<file path="config.mk">
export PLATFORM = sky130hd
export DESIGN_NAME = muldiv_sequencer
export DESIGN_NICKNAME = d
export VERILOG_FILES = /design/src/rtl/muldiv_sequencer.sv
export SDC_FILE = /design/constraint.sdc
export NUM_CORES = 1
export LEC_CHECK = 0
export BUFFER_PORTS_ARGS = -buffer_cell sky130_fd_sc_hd__buf_4
export CAP_MARGIN = 10
export CORE_MARGIN = 10
export CORE_UTILIZATION = 30
export CTS_BUF_LIST = sky130_fd_sc_hd__clkbuf_8
export CTS_CLUSTER_SIZE = 8
export DETAILED_ROUTE_END_ITERATION = 10
export GPL_ROUTABILITY_DRIVEN = 0
export GPL_TIMING_DRIVEN = 0
export SYNTH_ARGS = -nofsm -noshare
export SYNTH_HDL_FRONTEND = slang
export SYNTH_SLANG_ARGS = --single-unit
</file>
<file path="constraint.sdc">
create_clock -name CLK -period 5.34 [get_ports CLK]
set_clock_uncertainty 0.05 [all_clocks]
set_input_delay 0.534 -clock CLK [delete_from_list [all_inputs] [get_ports CLK]]
set_output_delay 0.534 -clock CLK [all_outputs]
set_load 0.01 [all_outputs]
</file>
<file path="src/rtl/muldiv_sequencer.sv">
// rtl/muldiv_sequencer.sv - iterative MIPS multiply/divide unit and HI/LO owner
module muldiv_sequencer (
    input  logic        CLK,
    input  logic        RESET,
    input  logic [3:0]  MDop_EX,
    input  logic [31:0] A_EX,
    input  logic [31:0] B_EX,
    input  logic        Abort_EX,
    output logic        Stall_EX,
    output logic [31:0] Result_EX,
    output logic        Busy
);

    localparam logic [3:0] OP_MULT  = 4'd1;
    localparam logic [3:0] OP_MULTU = 4'd2;
    localparam logic [3:0] OP_DIV   = 4'd3;
    localparam logic [3:0] OP_DIVU  = 4'd4;
    localparam logic [3:0] OP_MTHI  = 4'd5;
    localparam logic [3:0] OP_MTLO  = 4'd6;
    localparam logic [3:0] OP_MFHI  = 4'd7;
    localparam logic [3:0] OP_MFLO  = 4'd8;

    typedef enum logic [1:0] {S_IDLE, S_RUN, S_FIX} state_t;

    state_t      state_q, state_d;
    logic [31:0] hi_q, hi_d, lo_q, lo_d;
    logic [5:0]  count_q, count_d;
    logic [63:0] acc_q, acc_d;
    logic [31:0] opr_q, opr_d;
    logic [31:0] dividend_q, dividend_d;
    logic        is_div_q, is_div_d;
    logic        neg_q, neg_d;
    logic        neg_rem_q, neg_rem_d;
    logic        div0_q, div0_d;

    logic        need;
    logic        signed_op;
    logic        sign_a, sign_b;
    logic [31:0] abs_a, abs_b;
    logic [32:0] mul_sum;
    logic [63:0] mul_acc;
    logic [32:0] rem_shift, rem_diff;
    logic [63:0] div_acc;
    logic [63:0] prod_fixed;
    logic [31:0] quo_fixed, rem_fixed;

    assign need      = (MDop_EX >= OP_MULT) && (MDop_EX <= OP_MFLO);
    assign signed_op = (MDop_EX == OP_MULT) || (MDop_EX == OP_DIV);
    assign sign_a    = signed_op & A_EX[31];
    assign sign_b    = signed_op & B_EX[31];
    assign abs_a     = sign_a ? (~A_EX + 32'd1) : A_EX;
    assign abs_b     = sign_b ? (~B_EX + 32'd1) : B_EX;

    // Multiply: acc = {partial product, remaining multiplier bits}, shifted right each step.
    assign mul_sum = {1'b0, acc_q[63:32]} + (acc_q[0] ? {1'b0, opr_q} : 33'd0);
    assign mul_acc = {mul_sum, acc_q[31:1]};

    // Divide: acc = {remainder, dividend/quotient}, shifted left with a trial subtract.
    assign rem_shift = {acc_q[63:32], acc_q[31]};
    assign rem_diff  = rem_shift - {1'b0, opr_q};
    assign div_acc   = rem_diff[32] ? {rem_shift[31:0], acc_q[30:0], 1'b0}
                                    : {rem_diff[31:0],  acc_q[30:0], 1'b1};

    assign prod_fixed = neg_q     ? (~acc_q + 64'd1)         : acc_q;
    assign quo_fixed  = neg_q     ? (~acc_q[31:0] + 32'd1)   : acc_q[31:0];
    assign rem_fixed  = neg_rem_q ? (~acc_q[63:32] + 32'd1)  : acc_q[63:32];

    always_comb begin
        state_d    = state_q;
        hi_d       = hi_q;
        lo_d       = lo_q;
        count_d    = count_q;
        acc_d      = acc_q;
        opr_d      = opr_q;
        dividend_d = dividend_q;
        is_div_d   = is_div_q;
        neg_d      = neg_q;
        neg_rem_d  = neg_rem_q;
        div0_d     = div0_q;

        Busy      = (state_q != S_IDLE);
        Stall_EX  = need && (state_q != S_IDLE);
        Result_EX = 32'd0;
        if (state_q == S_IDLE) begin
            if (MDop_EX == OP_MFHI) Result_EX = hi_q;
            if (MDop_EX == OP_MFLO) Result_EX = lo_q;
        end

        case (state_q)
            S_IDLE: begin
                if (need && !Abort_EX) begin
                    case (MDop_EX)
                        OP_MTHI: hi_d = A_EX;
                        OP_MTLO: lo_d = A_EX;
                        OP_MULT, OP_MULTU, OP_DIV, OP_DIVU: begin
                            is_div_d   = (MDop_EX == OP_DIV) || (MDop_EX == OP_DIVU);
                            acc_d      = is_div_d ? {32'd0, abs_a} : {32'd0, abs_b};
                            opr_d      = is_div_d ? abs_b : abs_a;
                            neg_d      = sign_a ^ sign_b;
                            neg_rem_d  = sign_a;
                            div0_d     = (B_EX == 32'd0);
                            dividend_d = A_EX;
                            count_d    = 6'd0;
                            state_d    = S_RUN;
                        end
                        default: ;
                    endcase
                end
            end
            S_RUN: begin
                if (Abort_EX) begin
                    state_d = S_IDLE;
                end else begin
                    acc_d = is_div_q ? div_acc : mul_acc;
                    if (count_q == 6'd31) state_d = S_FIX;
                    else                  count_d = count_q + 6'd1;
                end
            end
            S_FIX: begin
                state_d = S_IDLE;
                if (!Abort_EX) begin
                    if (!is_div_q) begin
                        hi_d = prod_fixed[63:32];
                        lo_d = prod_fixed[31:0];
                    end else if (div0_q) begin
                        hi_d = dividend_q;
                        lo_d = 32'hFFFF_FFFF;
                    end else begin
                        hi_d = rem_fixed;
                        lo_d = quo_fixed;
                    end
                end
            end
            default: state_d = S_IDLE;
        endcase
    end

    always_ff @(posedge CLK) begin
        if (RESET) begin
            state_q    <= S_IDLE;
            hi_q       <= 32'd0;
            lo_q       <= 32'd0;
            count_q    <= 6'd0;
            acc_q      <= 64'd0;
            opr_q      <= 32'd0;
            dividend_q <= 32'd0;
            is_div_q   <= 1'b0;
            neg_q      <= 1'b0;
            neg_rem_q  <= 1'b0;
            div0_q     <= 1'b0;
        end else begin
            state_q    <= state_d;
            hi_q       <= hi_d;
            lo_q       <= lo_d;
            count_q    <= count_d;
            acc_q      <= acc_d;
            opr_q      <= opr_d;
            dividend_q <= dividend_d;
            is_div_q   <= is_div_d;
            neg_q      <= neg_d;
            neg_rem_q  <= neg_rem_d;
            div0_q     <= div0_d;
        end
    end

endmodule

</file>
== Yosys cells after proc, flatten, opt, wreduce, memory -nomap -nowiden ==
Index checks and enable logic that the tools add are counted.

* Flip-flop bits (word level): 204
* Latch bits: 0
* Memory bits (writable): 0
* ROM bits: 0
* Bits of input ports: 71
* Output and inout bits: 34
* Logic and storage cells: 105
* Memories: 0

* Add/subtract/negate cells: 8
* $mul: 0
* Div/mod/pow operators: 0
* Magnitude comparators: 2
* Equality and inequality tests: 19
* Shifts and indexed selects: 0
* Multiplexer cells: 39
* Bitwise logic cells: 8
* Reduce and logical (&&, ||, !) cells: 18

{| class="wikitable"
|+ Operator list
! operator !! count
|-
| $mux 32 || 20
|-
| $mux 64 || 6
|-
| $add 32x1->32 const B || 4
|-
| $not 32->32 || 4
|-
| $pmux 32 s2 || 2
|-
| $pmux 64 s2 || 1
|-
| $add 64x1->64 const B || 1
|-
| $not 64->64 || 1
|-
| $add 32x32->33 || 1
|-
| $sub 33x32->33 || 1
|-
| $logic_not 32->1 || 1
|-
| $mux 6 || 4
|-
| $eq 4x3->1 const B || 4
|-
| $pmux 6 s2 || 1
|-
| $reduce_and 4->1 || 3
|-
| $eq 4x2->1 const B || 2
|-
| $mux 2 || 4
|-
| $ne 2x1->1 const B || 4
|-
| $add 6x1->6 const B || 1
|-
| $eq 6x5->1 const B || 1
|-
| $ne 2x2->1 const B || 3
|-
| $reduce_and 3->1 || 2
|-
| $reduce_bool 2->1 || 3
|-
| $reduce_and 5->1 || 1
|-
| 15 further kinds || 19
|}

== Longest topological paths before layout ==
Gate-level depths: netlist of run 1.

* Word-level depth: 8
* Mapped depth: 16
* Depth with buffers taken out: 14

== Worst setup path before layout of run 1 ==
OpenSTA, ideal clock, no wires.

* Kind: reg2reg
* From: register acc_q[0]
* To: register hi_q[26]
* Setup time: 0.112 ns
* Data arrival time: 3.634 ns
* Required time: 5.178 ns
* Path slack: 1.543 ns
* Stages on the path, launching flop included: 15
* Buffers on the path: 3
* Period minus slack after synthesis: 3.797 ns
* Cells stage by stage: dfxtp_1 inv_1 clkbuf_1 ha_1 inv_1 or4_4 or3_1 buf_2 or2_1 or3_1 buf_2 or3_4 o31ai_4 xor2_1 a2111oi_1

* Cells in the longest elaborated chain, start to end: 6

{| class="wikitable"
|+ Ends and longest elaborated chain
! element !! line !! text
|-
| start: declaration || 28 || <nowiki>logic [63:0] acc_q, acc_d;</nowiki>
|-
| start signal: assignment || 144 || <nowiki>acc_q <= 64'd0;</nowiki>
|-
| start signal: assignment || 156 || <nowiki>acc_q <= acc_d;</nowiki>
|-
| $not 64->64 || 64 || <nowiki>assign prod_fixed = neg_q ? (~acc_q + 64'd1) : acc_q;</nowiki>
|-
| $add 64x1->64 || 64 ||
|-
| $mux 64 || 64 ||
|-
| $mux 32 || 122 || <nowiki>if (!is_div_q) begin</nowiki>
|-
| $mux 32 || 121 || <nowiki>if (!Abort_EX) begin</nowiki>
|-
| $pmux 32 s2 || 89 || <nowiki>case (state_q)</nowiki>
|-
| end signal: assignment || 153 || <nowiki>hi_q <= hi_d;</nowiki>
|-
| end: declaration || 26 || <nowiki>logic [31:0] hi_q, hi_d, lo_q, lo_d;</nowiki>
|}

Every way passes these cells. The select of a mux whose other input is x is not followed.
A chain may end at the register's enable or synchronous reset.

== Final worst setup path of run 1 ==
* From: register acc_q[0]
* To: register hi_q[14]

The elaborated chain is that of the path after synthesis.

==> reports/results.ini, run 1 <==
[floorplanning]
dieArea_um2=66400
die_y_um=258
placementRows=87
start_util=0.302
ios=105
core-area_um2=56200
die_w_um=258

[final_layout]
syn2layout_area_growth_pct=14.7
seqCellArea_um2=4080
n_fill_cell=6119
drive_gt1_frac=0.0737
fin_util=0.346
multi_input_area_um2=11900
diodes=0
final_nets=2679

[hold_path]
whs_path_depth=3
hp-class=in2reg
hold_end=opr_q[0]$_SDFFE_PP0P_
min_from=B_EX[0]

[sta]
holdWs_ns=0.177
grt_setup_unrepaired=false
setup_viol=0
period_share=0.987
slew_headroom=0.227
fin_tns_setup_ns=0
max_clock_freq_ghz=0.190
layout_min_cycle_time_ns=5.27
hold_viol=0
worst_pin_slew_ns=1.15
maxSlewViolCount=0

[synth]
synth_cell_type_count=76
synth_edf_count=0
synth_common_cells=nand2_1, nor2_1, a21oi_1
synth_ff_type=dfxtp_1
yosys.cell_count.top_type=nand2_1
syn_area_um2=17000
yosysWarnings=0
synthTopCellsByArea=dfxtp_1, a21oi_1, nand2_1
postSynthAreaPerCell_um2=7.06
synth_nets=2542
synth_area_leader_cell=dfxtp_1
synthArstFlopShare=0
ys_ff_latch=204
synth_top_area_share=0.241
seq_area_frac_synth=0.241
synth_cells=2400

[job]
cap_violations=0

[power_and_ir_drop]
powerDensity_nw_per_um2=222
finalPower_mw=4.31
p_leak_nw=7.09
ir_drop_mv=0.133

[grt]
antenna_found_initial=0
grt_pass1_vias=17600
globalRoute.totalOverflow=0
grt_max_degree=11
grt.total_usage=0.221
grt_pass1_wl_um=113000

[routing]
drt_iter0_drc=2259
wl_um=77400
route.vias.total=19200
vias_per_cell=5.78
drtAntennaViolNets=0
wl_per_cell_um=23.3
drcViolationCount=0
first_pass_iters=7

[critical_path]
r2r_end=hi_q[14]$_SDFFE_PP0P_
worstPathArrival_ns=5.63
cp-end-kind=flip-flop
worstSetupStartpointType=flip-flop
path_class=reg2reg
path_max_fanout=10
crit_required_ns=5.70
r2r_cells=14
rr_startpoint=acc_q[0]$_SDFFE_PP0P_
ff2ff_setup_slack_ns=0.07

[clock_network]
htree_levels=2
cts-hold-fix-buffers=0
cts_buffer_depth=3
cts_tree=built
cts.sinks=204
clock_latency_ns=0.63
clk_pin_slew_ns=0.07
cts_made_buffers=40
cts_setup_buffers=0
root_buffer=clkbuf_8

[place]
place_hpwl_um=61400
port_buffers=95

[status]
run_status=complete, no violations

## state kept, by name, summed over array words and instances (netlist names)
name	count
acc_q	64
dividend_q	32
hi_q	32
lo_q	32
opr_q	32
count_q	6
state_q	2
div0_q	1
is_div_q	1
neg_q	1
neg_rem_q	1
## repair_timing
| item | in CTS | in global routing |
|---|---|---|
| gates cloned | 0 | 0 |
| endpoints found under the setup margin | 17 | 10 |
| gates resized for setup | 2 | 4 |
## kinds of logic (layout without fill, tap and decap cells)
family	after synthesis	count (layout)	share of synthesized area
XOR/XNOR	199	199	0.103
buffers and inverters	261	427	0.0590
AO/OA/AOI/OAI	768	768	0.289
multiplexers	57	57	0.0338
adder cells (fa/ha/maj)	71	71	0.0533
flip-flops	204	204	0.241
AND/OR/NAND/NOR	840	840	0.221
## worst max-delay path, stage by stage, from the launching register on
cell,delay [ns]
dfxtp_1,0.45
inv_1,0.24
clkbuf_1,0.64
ha_1,0.31
inv_1,0.06
or4_4,0.50
or3_1,0.35
buf_2,0.17
or2_1,0.27
nor3_1,0.45
a21oi_1,0.13
a41oi_1,0.18
o21ai_0,0.09
a211oi_1,0.96
a2111oi_0,0.19
## stage by stage
step                      area, um2  instances  setup slack [ns]
after floorplan               17000       2400              1.54
after detailed placement      18600       3251            -0.232
final                         19400       3322            0.0679
after CTS                     19400       3322             0.169
after global placement        18600       3251            -0.292
after global routing          19400       3322             0.110
## cell usage in the layout (no fill, tap or decap), drive strengths merged, types with 26 or more instances in the layout
cell type	n
nand2	313
nor2	266
a21oi	240
clkbuf	218
dfxtp	204
o21ai	166
buf	117
xnor2	101
xor2	98
inv	85
ha	69
a211oi	61
nor3	60
mux2i	55
a22oi	51
nand3	46
o211ai	38
o31ai	35
nand2b	28
a21o	26
## metal layers
metal	GRT usage	wire length, um
met5	0	0
met4	0.108	4090
met3	0.0494	8900
met2	0.329	32300
met1	0.296	32100
## power by group
| part | switching (mW) | internal (mW) | total, mW | leakage [nW] |
|---|---|---|---|---|
| clock | 0.772 | 0.910 | 1.68 | 0.477 |
| combinational | 0.661 | 0.331 | 0.991 | 4.96 |
| sequential | 0.0602 | 1.57 | 1.63 | 1.65 |
| total | 1.49 | 2.81 | 4.31 | 7.09 |
## final cells by class
| cell class | instances | area share |
|---|---|---|
| sequential | 204 | 0.210 |
| clock buffer | 48 | 0.0340 |
| inverter | 69 | 0.0133 |
| buffer | 192 | 0.0382 |
| timing repair buffer | 95 | 0.0367 |
| multi-input combinational | 1935 | 0.611 |
| clock inverter | 23 | 0.00772 |
| tap | 756 | 0.0487 |
## worst max-delay path by stage
stage / startpoint / endpoint / slack (ns)
final: acc_q[0]$_SDFFE_PP0P_ / hi_q[14]$_SDFFE_PP0P_ / 0.07
after global routing: acc_q[0]$_SDFFE_PP0P_ / hi_q[14]$_SDFFE_PP0P_ / 0.11
after detailed placement: acc_q[31]$_SDFFE_PP0P_ / acc_q[58]$_SDFFE_PP0P_ / -0.23
after floorplan: acc_q[0]$_SDFFE_PP0P_ / hi_q[26]$_SDFFE_PP0P_ / 1.54
after global placement: acc_q[31]$_SDFFE_PP0P_ / acc_q[58]$_SDFFE_PP0P_ / -0.29
after CTS: acc_q[31]$_SDFFE_PP0P_ / acc_q[58]$_SDFFE_PP0P_ / 0.17
Power figures use the tool's default switching activity.
==> run 2: changes to the inputs <==
- CTS_CLUSTER_DIAMETER: default -> 60
- MAX_ROUTING_LAYER: default -> met4
==> run 2 against run 1 <==
  * Flip-flop and latch count stayed put
  * Clock power shrank 20%
  * Critical endpoint unchanged
  * Routed wire length is 0.46% lower
  * Design area down 1.2%
  * Combinational power hardly changed
  * Critical path depth did not move
==> reports/results.ini, run 2 (same netlist as run 1, synthesis figures left out) <==
[clock_network]
clk_pin_slew_ns=0.07  ; about the same
htree_levels=2  ; unchanged
root_buffer=clkbuf_8
cts.sinks=204  ; unchanged
clock_latency_ns=0.56  ; -0.07 ns
cts_tree=built
cts_made_buffers=34  ; -15%
cts_buffer_depth=3  ; unchanged

[critical_path]
critPathBufInv=4  ; unchanged
worstPathArrival_ns=5.51  ; -0.12 ns
r2r_end=hi_q[14]$_SDFFE_PP0P_
max_stage_delay_ns=0.91  ; -0.05 ns
cp-end-kind=flip-flop
worstSetupStartpointType=flip-flop
crit_slowest_cell=a211oi_1
path_common_cell=inv_1
critical-path-top-delay-family=simple AND/OR/NAND/NOR gates
path_cells=inv_1 -> clkbuf_1 -> ha_1 -> inv_1 -> or4_4 -> or3_1 -> buf_2 -> or2_1 -> nor3_1 -> a21oi_1 -> a41oi_1 -> o21ai_0 -> a211oi_1 -> a2111oi_0
crit_required_ns=5.65  ; -0.05 ns
critical_path_depth=14  ; unchanged
ff2ff_setup_slack_ns=0.14  ; +0.08 ns
r2r_cells=14  ; unchanged
startpoint=acc_q[0]$_SDFFE_PP0P_
path_max_fanout=10  ; unchanged
endpoint=hi_q[14]$_SDFFE_PP0P_
path_class=reg2reg
rr_startpoint=acc_q[0]$_SDFFE_PP0P_

[grt]
grt_pass1_wl_um=113000  ; -0.30%
grt_pass1_vias=17500  ; -0.65%
grt.total_usage=0.225  ; +0.00465
antenna_found_initial=2  ; +2
met3_usage=0.0454  ; -0.00400
gr-usage-met2=0.326  ; -0.00235
met1_usage=0.296  ; -0.000311
grt_max_degree=11  ; unchanged
globalRoute.totalOverflow=0  ; unchanged
top_usage_layer=met2

[power_and_ir_drop]
ir_drop_mv=0.142  ; +6.8%
switching_share=0.355  ; +0.00802
p_leak_nw=6.92  ; -2.5%
p_switching_mw=1.41  ; -5.6%
pwr-share-clk=0.340  ; -0.051
p_int_mw=2.56  ; -8.9%
p_seq_frac=0.411  ; +0.032
powerDensity_nw_per_um2=207  ; -6.6%
combPwrFrac=0.249  ; +0.019

[floorplanning]
die_w_um=258  ; unchanged
die_y_um=258  ; unchanged
start_util=0.302  ; unchanged
placementRows=87  ; unchanged
ios=105  ; unchanged
dieArea_um2=66400  ; unchanged
core-area_um2=56200  ; unchanged

[place]
place_hpwl_um=61400  ; unchanged
port_buffers=95  ; unchanged
place_area_um2=18600  ; unchanged
dp.cells=3251  ; unchanged

[job]
cap_violations=0  ; unchanged

[hold_path]
whs_path_depth=3  ; unchanged
min_from=A_EX[28]
hp-class=in2reg

[sta]
max_clock_freq_ghz=0.192  ; +1.5%
grt_setup_unrepaired=false
slew_headroom=0.215  ; -0.0120
setup_viol=0  ; unchanged
layout_min_cycle_time_ns=5.20  ; -0.0767 ns
maxSlewViolCount=0  ; unchanged
hold_viol=0  ; unchanged
worst_pin_slew_ns=1.17  ; +0.0224 ns
period_share=0.973  ; -0.0144

[final_layout]
finalInstanceArea_um2=19200  ; -1.2%
most-common-layout-cells=nand2_1, nor2_1, a21oi_1, dfxtp_1, clkbuf_1
max_flop_register=acc_q
post_layout_nonfiller_instances=3298  ; -0.72%
largest_register_ffs=64  ; unchanged
syn2layout_area_growth_pct=13.3
final_nets=2673  ; -0.22%
drive_gt1_frac=0.0689  ; -0.00478
final_common_cell=nand2_1

[routing]
route.vias.total=19100  ; -0.44%
drtAntennaViolNets=0  ; unchanged
drcViolationCount=0  ; unchanged
drt_iter0_drc=2282  ; +1.0%
first_pass_iters=7  ; unchanged
vias_per_cell=5.80  ; +0.28%
wl_um=77000  ; -0.46%
wl_per_cell_um=23.4  ; +0.26%

[status]
run_status=complete, no violations

run 2: worst min-delay path by stage:
stage	to	slack (ns)
2_1_floorplan	hi_q[2]$_SDFFE_PP0P_	0.38
3_3_place_gp	opr_q[26]$_SDFFE_PP0P_	0.39
3_5_place_dp	lo_q[4]$_SDFFE_PP0P_	0.40
4_1_cts	dividend_q[28]$_SDFFE_PP0P_	0.23
5_1_grt	dividend_q[29]$_SDFFE_PP0P_	0.24
6_report	dividend_q[28]$_SDFFE_PP0P_	0.24
run 2: per-layer routing:
| layer | wire (um) | share of wire |
|---|---|---|
| met4 | 4170 | 0.054 |
| met3 | 8080 | 0.10 |
| met2 | 32200 | 0.42 |
| met5 | 0 | 0 |
| met1 | 32600 | 0.42 |
run 2: layout make-up:
type,instances,area (um2)
diodes,1,2.50
plain buffers,192,743
clock buffers,36,495
clock inverters,10,80.1
fillers,6137,37000
inverters,69,259
multi-input cells,1935,11900
flip-flops and latches,204,4080
well taps,756,946
repair buffers,95,713
run 2: worst register-to-register path, cell delays in order, from the launching register on:
cell       delay [ns]
dfxtp_1          0.45
inv_1            0.24
clkbuf_1         0.65
ha_1             0.32
inv_1            0.06
or4_4            0.50
or3_1            0.36
buf_2            0.17
or2_1            0.27
nor3_1           0.45
a21oi_1          0.12
a41oi_1          0.17
o21ai_0          0.09
a211oi_1         0.91
a2111oi_0        0.19
run 2: timing repair:
item / CTS / global route
endpoints found under the setup margin: 17 / 10
hold buffers: 0 / 0
resized for setup: 2 / 4
gates cloned: 0 / 0
buffers inserted: 0 / 0
run 2: power groups by stage:
stage | Sequential, mW | Combinational [mW] | Clock [mW]
4_1_cts | 1.63 | 0.958 | 1.35
6_report | 1.63 | 0.990 | 1.35
3_5_place_dp | 1.66 | 0.951 | 0
5_1_grt | 1.63 | 1.06 | 1.40
3_3_place_gp | 1.66 | 0.953 | 0
2_1_floorplan | 1.64 | 0.612 | 0
run 2: metrics by stage:
| stage | setup WS, ns | TNS [ns] | hold slack, ns | power, mW | utilization |
|---|---|---|---|---|---|
| 2_1_floorplan | 1.54 | 0 | 0.382 | 2.25 | - |
| 3_3_place_gp | -0.292 | -2.56 | 0.390 | 2.61 | 0.331 |
| 3_5_place_dp | -0.232 | -1.67 | 0.395 | 2.61 | 0.331 |
| 4_1_cts | 0.180 | 0 | 0.229 | 3.94 | 0.342 |
| 5_1_grt | 0.157 | 0 | 0.244 | 4.09 | 0.342 |
| 6_report | 0.145 | 0 | 0.240 | 3.97 | 0.342 |
